## src/rtl/shift_reg_pkg.sv

```systemverilog
// Shared encodings for the shift register sequencer and its step datapath.
// Latency: n/a (constants and types only).
// Backpressure: n/a.
package shift_reg_pkg;

    // Shift mode encoding as seen on the mode input; 5-7 are reserved.
    localparam logic [2:0] MODE_SHL = 3'd0;
    localparam logic [2:0] MODE_SHR = 3'd1;
    localparam logic [2:0] MODE_ROL = 3'd2;
    localparam logic [2:0] MODE_ROR = 3'd3;
    localparam logic [2:0] MODE_ASR = 3'd4;

    // Burst sequencer states.
    typedef enum logic {
        ST_IDLE  = 1'b0,
        ST_SHIFT = 1'b1
    } state_e;

endpackage

```

## src/rtl/shift_reg_seq_step.sv

```systemverilog
// Single-bit shift step: computes next register value and the exiting bit.
// Latency: purely combinational.
// Backpressure: none; step_vld low flags a reserved mode (caller holds state).
module shift_step
    import shift_reg_pkg::*;
#(
    parameter int WIDTH = 8
) (
    input  logic [WIDTH-1:0] op,
    input  logic [2:0]       mode,
    input  logic             ser_in,
    output logic [WIDTH-1:0] op_nxt,
    output logic             exit_bit,
    output logic             step_vld
);

    localparam int M = WIDTH - 1;

    // Select the shifted value and the bit that leaves the register.
    always_comb begin
        op_nxt   = op;
        exit_bit = 1'b0;
        step_vld = 1'b1;
        case (mode)
            MODE_SHL: begin
                op_nxt   = {op[M-1:0], ser_in};
                exit_bit = op[M];
            end
            MODE_SHR: begin
                op_nxt   = {ser_in, op[M:1]};
                exit_bit = op[0];
            end
            MODE_ROL: begin
                op_nxt   = {op[M-1:0], op[M]};
                exit_bit = op[M];
            end
            MODE_ROR: begin
                op_nxt   = {op[0], op[M:1]};
                exit_bit = op[0];
            end
            MODE_ASR: begin
                op_nxt   = {op[M], op[M:1]};
                exit_bit = op[0];
            end
            default: begin
                step_vld = 1'b0;
            end
        endcase
    end

endmodule

```

## src/rtl/shift_reg_seq.sv

```systemverilog
// Loadable shift register with a counted-burst engine (start -> N single-bit shifts).
// Latency: load visible next edge; burst of N finishes N edges after the start edge (done with final op).
// Backpressure: load_en/start honoured only while idle; ignored while busy.
module shift_reg_seq
    import shift_reg_pkg::*;
#(
    parameter int                WIDTH     = 8,
    parameter int                CNT_W     = 4,
    parameter logic [WIDTH-1:0]  RESET_VAL = '0
) (
    input  logic             clk,
    input  logic             rst,
    input  logic             load_en,
    input  logic [WIDTH-1:0] load_val,
    input  logic [2:0]       mode,
    input  logic             ser_in,
    input  logic             start,
    input  logic [CNT_W-1:0] count,
    output logic [WIDTH-1:0] op,
    output logic             ser_out,
    output logic             busy,
    output logic             done
);

    state_e           state;
    logic [CNT_W-1:0] remaining;
    logic [2:0]       mode_q;

    logic [WIDTH-1:0] op_nxt;
    logic             exit_bit;
    logic             step_vld;

    shift_step #(
        .WIDTH (WIDTH)
    ) u_step (
        .op       (op),
        .mode     (mode_q),
        .ser_in   (ser_in),
        .op_nxt   (op_nxt),
        .exit_bit (exit_bit),
        .step_vld (step_vld)
    );

    // Burst sequencer: load/start arbitration in idle, one shift per edge while shifting.
    always_ff @(posedge clk or posedge rst) begin
        if (rst) begin
            state     <= ST_IDLE;
            op        <= RESET_VAL;
            ser_out   <= 1'b0;
            busy      <= 1'b0;
            done      <= 1'b0;
            remaining <= '0;
            mode_q    <= 3'd0;
        end else begin
            done <= 1'b0;
            case (state)
                ST_IDLE: begin
                    if (load_en) begin
                        // Load wins over a coincident start, which is dropped.
                        op <= load_val;
                    end else if (start) begin
                        if (count != '0) begin
                            mode_q    <= mode;
                            remaining <= count;
                            state     <= ST_SHIFT;
                            busy      <= 1'b1;
                        end else begin
                            // Empty burst completes immediately without shifting.
                            done <= 1'b1;
                        end
                    end
                end
                ST_SHIFT: begin
                    // Reserved modes still consume the count but leave data untouched.
                    if (step_vld) begin
                        op      <= op_nxt;
                        ser_out <= exit_bit;
                    end
                    remaining <= remaining - 1'b1;
                    if (remaining == {{(CNT_W-1){1'b0}}, 1'b1}) begin
                        state <= ST_IDLE;
                        busy  <= 1'b0;
                        done  <= 1'b1;
                    end
                end
                default: begin
                    state <= ST_IDLE;
                    busy  <= 1'b0;
                end
            endcase
        end
    end

endmodule

```

## config.mk

```make
export PLATFORM = sky130hd
export DESIGN_NAME = shift_reg_seq
export DESIGN_NICKNAME = d
export VERILOG_FILES = /design/src/rtl/shift_reg_pkg.sv /design/src/rtl/shift_reg_seq_step.sv /design/src/rtl/shift_reg_seq.sv
export SDC_FILE = /design/constraint.sdc
export NUM_CORES = 1
export LEC_CHECK = 0
export CAP_MARGIN = 20
export CORE_MARGIN = 2
export CORE_UTILIZATION = 35
export CTS_BUF_LIST = sky130_fd_sc_hd__clkbuf_4
export DETAILED_ROUTE_END_ITERATION = 8
export GPL_TIMING_DRIVEN = 0
export MAX_ROUTING_LAYER = met4
export SYNTH_ARGS = -nofsm -noshare
export SYNTH_HDL_FRONTEND = slang
export SYNTH_HIERARCHICAL = 1
export SYNTH_SLANG_ARGS = --single-unit
```

## constraint.sdc

```tcl
create_clock -name clk -period 2 [get_ports clk]
set_input_delay 0.4 -clock clk [delete_from_list [all_inputs] [get_ports clk]]
set_output_delay 0.4 -clock clk [all_outputs]
set_load 0.02 [all_outputs]
```

Word-level counts from Yosys, hierarchy flattened
Cells that the tools add are included.
Cells by class
  multiplexer cells: 25
  bitwise logic cells: 2
  $add $sub $neg: 1
  reductions and logical operators: 11
  equality and inequality tests: 14
Operators with widths (number)
  8-bit one-hot mux with 5 select lines: 1
  8-bit two-way mux: 2
  8-bit one-hot mux with 2 select lines: 1
  1-bit two-way mux: 13
  4-bit two-way mux: 3
  4-bit AND reduction: 3
  2-bit != test (second input constant): 5
  1-bit one-hot mux with 2 select lines: 4
  4-bit one-hot mux with 2 select lines: 1
  3-bit by 2-bit == test with 1-bit output (second input constant): 2
  6-bit by 1-bit != test with 1-bit output (second input constant): 1
  3-bit AND reduction: 2
  5-bit by 1-bit != test with 1-bit output (second input constant): 1
  5-bit OR reduction: 1
  4-bit by 1-bit == test with 1-bit output (second input constant): 1
  2-bit by 1-bit != test with 1-bit output (second input constant): 2
  4-bit nonzero test: 1
  4-bit by 1-bit subtractor with 4-bit output (second input constant): 1
  3-bit by 1-bit == test with 1-bit output (second input constant): 1
  3-bit == test (second input constant): 1
  3-bit zero test: 1
  3-bit OR reduction: 1
  1-bit inverter: 2
  2-bit AND reduction: 1
  2-bit OR reduction: 1
Storage, ports and cells
  logic and storage cells: 61
  flip-flop bits (word level): 19
  output and inout bits: 11

Longest topological paths before layout
  depth after elaboration: 5
  mapped depth: 6
  mapped depth without buffers: 5

Modules after synthesis
Netlist, hierarchy kept.
By module, submodules not included
  shift_reg_seq: cells each 92, times used 1, area each 984.7 um2
  shift_step: cells each 51, times used 1, area each 364.1 um2

Least setup slack after synthesis
Ideal clock, no wire load.
  path kind: register to register
  from: reg mode_q[0]
  to: reg ser_out
  setup slack: 0.598 ns
  setup time: 0.125 ns
  period minus slack after synthesis: 1.402 ns
  stages on the path, launching flop included: 6
  required time: 1.875 ns
  arrival time: 1.278 ns
  path through: dfrtp_1 > buf_2 > o21ai_0 > buf_2 > nand2_1 > mux2_2
Between the ends
  word-level cells in the longest chain between the ends: 4
  elaborated cells between the ends (all ways): 11
  classes of those cells: 4 x eq/ne; 2 x mux; 5 x reduce/logical
Ends and longest elaborated chain
  start, declared: RTL line shift_reg_seq.sv:27  | logic [2:0] mode_q;
  start signal, assigned: RTL line shift_reg_seq.sv:63  | mode_q <= mode;
  3-bit by 1-bit == test with 1-bit output (tied with other cells): RTL line shift_reg_seq_step.sv:24  | case (mode)
  5-bit OR reduction (no source line) (*)
  1-bit two-way mux (*): RTL line shift_reg_seq_step.sv:24
  via step_vld: RTL line shift_reg_seq.sv:31  | logic step_vld;
  2-bit AND reduction (no source line) (*)
  end signal, assigned: RTL line shift_reg_seq.sv:77  | ser_out <= exit_bit;
  end, declared: RTL line shift_reg_seq.sv:20  | output logic ser_out,
Mark *: on every way through the listed nets, which the timed path passes. The rest lies on a longest branch.
A chain may end at the register's enable or synchronous reset.

Worst setup path after layout
  from: reg op[1]
  to: out op[1]
RTL lines
  start, declared: RTL line shift_reg_seq.sv:19  | output logic [WIDTH-1:0] op,
  start signal, assigned: RTL line shift_reg_seq.sv:60  | op <= load_val;
  start signal, assigned: RTL line shift_reg_seq.sv:76  | op <= op_nxt;
No word-level cell between the ends.

==> reports/results.tsv <==
stage	metric	value	unit
detailed_routing	num_vias	1220	
timing	slew_headroom	0.515	
synth	synth_top_cells_by_area	dfrtp_1 (35%), mux2i_1 (6.7%), nand2_1 (5.0%), mux2_2 (3.3%), a32oi_1 (3.2%)	
synth	syn_nets	165	
placed_design	hpwl	2.50	mm
floorplan	chipHeight	66.1	um
clock_tree	cts-root-buf	clkbuf_4	
clock_tree	cts_resized	0	
global_routing	grt_usage	0.163	
clock_tree	cts_sinks	19	
clock_tree	cts_setup_buffers	0	
synth	async_flop_share	1.00	
worst_setup_path	cpLargestDelayFamily	buffers and inverters	
worst_setup_path	cp_slowest_stage_delay	660	ps
cells_and_area	antenna_cells	0	
cells_and_area	area_growth	28.9	%
power_and_ir_drop	p_leak	0.746	nW
floorplan	row_count	22	
synth	syn_inst	143	
placed_design	port_buffers	30	
floorplan	ios	31	
synth	yosysSeqAreaShare	0.353	
global_routing	antenna_found_initial	0	
floorplan	fp.dieArea	4370	um2
timing	rsz0062_at_grt	no	
cells_and_area	final_net_count	200	
synth	synth_top_cell_by_area	dfrtp_1	
placed_design	placed_cells	221	
synth	yosys_warnings	6	
worst_setup_path	critPathBufInv	1	
synth	syn-cell-area	1350	um2
worst_setup_path	cp_cell_sequence	clkdlybuf4s50_1	
synth	ys_ff_latch	19	
clock_tree	htree_levels	1	
cells_and_area	instances_no_fill	225	
worst_setup_path	worstPathRequired	1600	ps
worst_setup_path	path_max_fanout	8	
timing	fmax	534	MHz
floorplan	start_util	0.366	
floorplan	die_w	66.1	um
detailed_routing	viasPerCell	5.42	
global_routing	globalRoute.totalOverflow	0	
power_and_ir_drop	powerDensity	1610	nW/um2
detailed_routing	first_pass_iters	4	
synth	syn_avg_cell_area	9.43	um2
flow_run	drv_cap	0	
timing	post-route-period-util	0.937	
timing	worst_pin_slew	726	ps
timing	slew_violations	0	
timing	final-hold-violation-count	0	
global_routing	grt_start_max_net_pins	20	
detailed_routing	drc	0	
synth	synth_cell_types	41	
worst_setup_path	critPathKind	reg2out	
worst_setup_path	slowest_stage	clkdlybuf4s50_1	
power_and_ir_drop	power	0.00280	W
worst_setup_path	endpoint_kind	output pin	
worst_setup_path	startpoint_type	flop	
cells_and_area	drive_above_1_share	0.130	
run_status	outcome	finished clean	
clock_tree	cts_inserted_buffers	3	
hold_path	hp-class	reg2reg	
timing	setup_violations	0	
clock_tree	ctsHoldBuffers	0	
timing	skew	3.12	ps
synth	yosysTopAreaCellShare	0.353	
global_routing	grt_pass1_vias	1176	
clock_tree	clk_path_buf_depth	2	
synth	synth_edf_count	0	
detailed_routing	totalWireLength	3.23	mm
clock_tree	clock_latency	290	ps
power_and_ir_drop	irDropWorstVdd	0.716	mV
detailed_routing	wl_per_cell	14.4	um
placed_design	finalWeightedCongestion	0.754	
timing	setup_tns	0	ps
detailed_routing	ant_nets	0	
worst_setup_path	crit_arrival	1470	ps
detailed_routing	drt_iter0_drc	64	
floorplan	core_area	3690	um2
global_routing	grt_pass1_wl	5.36	mm
clock_tree	cts_tree	built	
synth	synth_flop_cell	dfrtp_1	
clock_tree	clk_pin_slew	110	ps
timing	period_needed	1870	ps
-- worst paths after layout --
| kind | from | end | slack [ps] | cells past startpoint |
|---|---|---|---|---|
| min | busy | busy | 500 | 2 |
| max in group asynchronous | rst | remaining[3] | 1020 | 2 |
| min in group asynchronous | rst | remaining[2] | 530 | 2 |
| min reg2reg | busy | busy | 500 | 2 |
| max | op[1] | op[1] | 130 | 1 |
| max reg2reg | mode_q[0] | op[3] | 340 | 6 |
-- power by group --
| group | leakage, nW | internal (W) | total, W | switching [W] |
|---|---|---|---|---|
| logic | 0.499 | 0.000873 | 0.00177 | 0.000892 |
| clock network | 0.0184 | 0.0000911 | 0.000207 | 0.000116 |
| registers | 0.228 | 0.000579 | 0.000824 | 0.000245 |
| total | 0.746 | 0.00154 | 0.00280 | 0.00125 |
-- logic make-up after synthesis --
group | after synthesis | share of synthesized area
mux | 15 | 0.117
simple gates | 47 | 0.205
compound gates | 45 | 0.250
flops | 19 | 0.353
buf+inv | 15 | 0.0575
fa+ha+maj | 2 | 0.0185
-- Yosys cell counts (all sizes together) (3+ instances only) --
library cell,count
dfrtp,19
nand2,18
mux2i,9
o21ai,9
buf,7
a21oi,6
inv,6
mux2,6
nor2b,6
a211oi,5
a32oi,5
nor2,5
a2bb2oi,4
nand3,4
o22a,4
a22oi,3
nand2b,3
-- cells in the final DEF, fill, tap and decap left out, types with 2 or more instances in the layout --
cell type and count:
mux2_2 4, a22oi_1 3, clkbuf_1 2, clkbuf_4 4, nand2_1 18, nor2_1 5
nand2b_1 2, mux2_1 2, a221oi_2 2, ha_1 2, nand3_1 4, buf_6 2
o21ai_1 6, nor3_1 2, clkdlybuf4s50_1 30, a2bb2oi_1 4, nor2b_1 6, nand3b_1 2
buf_2 5, a32oi_1 5, mux2i_1 9, a21oi_1 6, a211oi_1 5, dfrtp_1 19
o22a_1 4, inv_2 2, o21ai_0 3, inv_1 4
-- flip-flops by register name (all words and copies together) (netlist names) --
| signal | count |
|---|---|
| state | 1 |
| busy | 1 |
| op | 8 |
| done | 1 |
| mode_q | 3 |
| ser_out | 1 |
| remaining | 4 |
-- per-layer routing --
layer | wire, um | vias to the layer above | GRT usage
met5 | 0 | - | -
met4 | 16 | 0 | 0.0485
met3 | 126 | 2 | 0.0187
met2 | 1600 | 28 | 0.275
met1 | 1480 | 586 | 0.206
li1 | - | 604 | -
-- metrics by stage --
step	util	hold WS, ps	area [um2]	worst slack [ps]
global route	0.472	540	1740	66.3
finish	0.472	499	1740	127
CTS	0.472	511	1740	108
floorplan	-	351	1350	598
global placement	0.463	469	1710	27.7
detailed placement	0.463	473	1710	10.8
-- cell type report --
cell class,instances,area (um2)
sequential,19,475
fill,379,1950
multi-input combinational,109,796
tap,48,60.1
buffer,9,55.1
inverter,6,22.5
clock buffer,4,30.0
timing repair buffer,30,300
No activity file was read; power rests on OpenSTA's default activity.
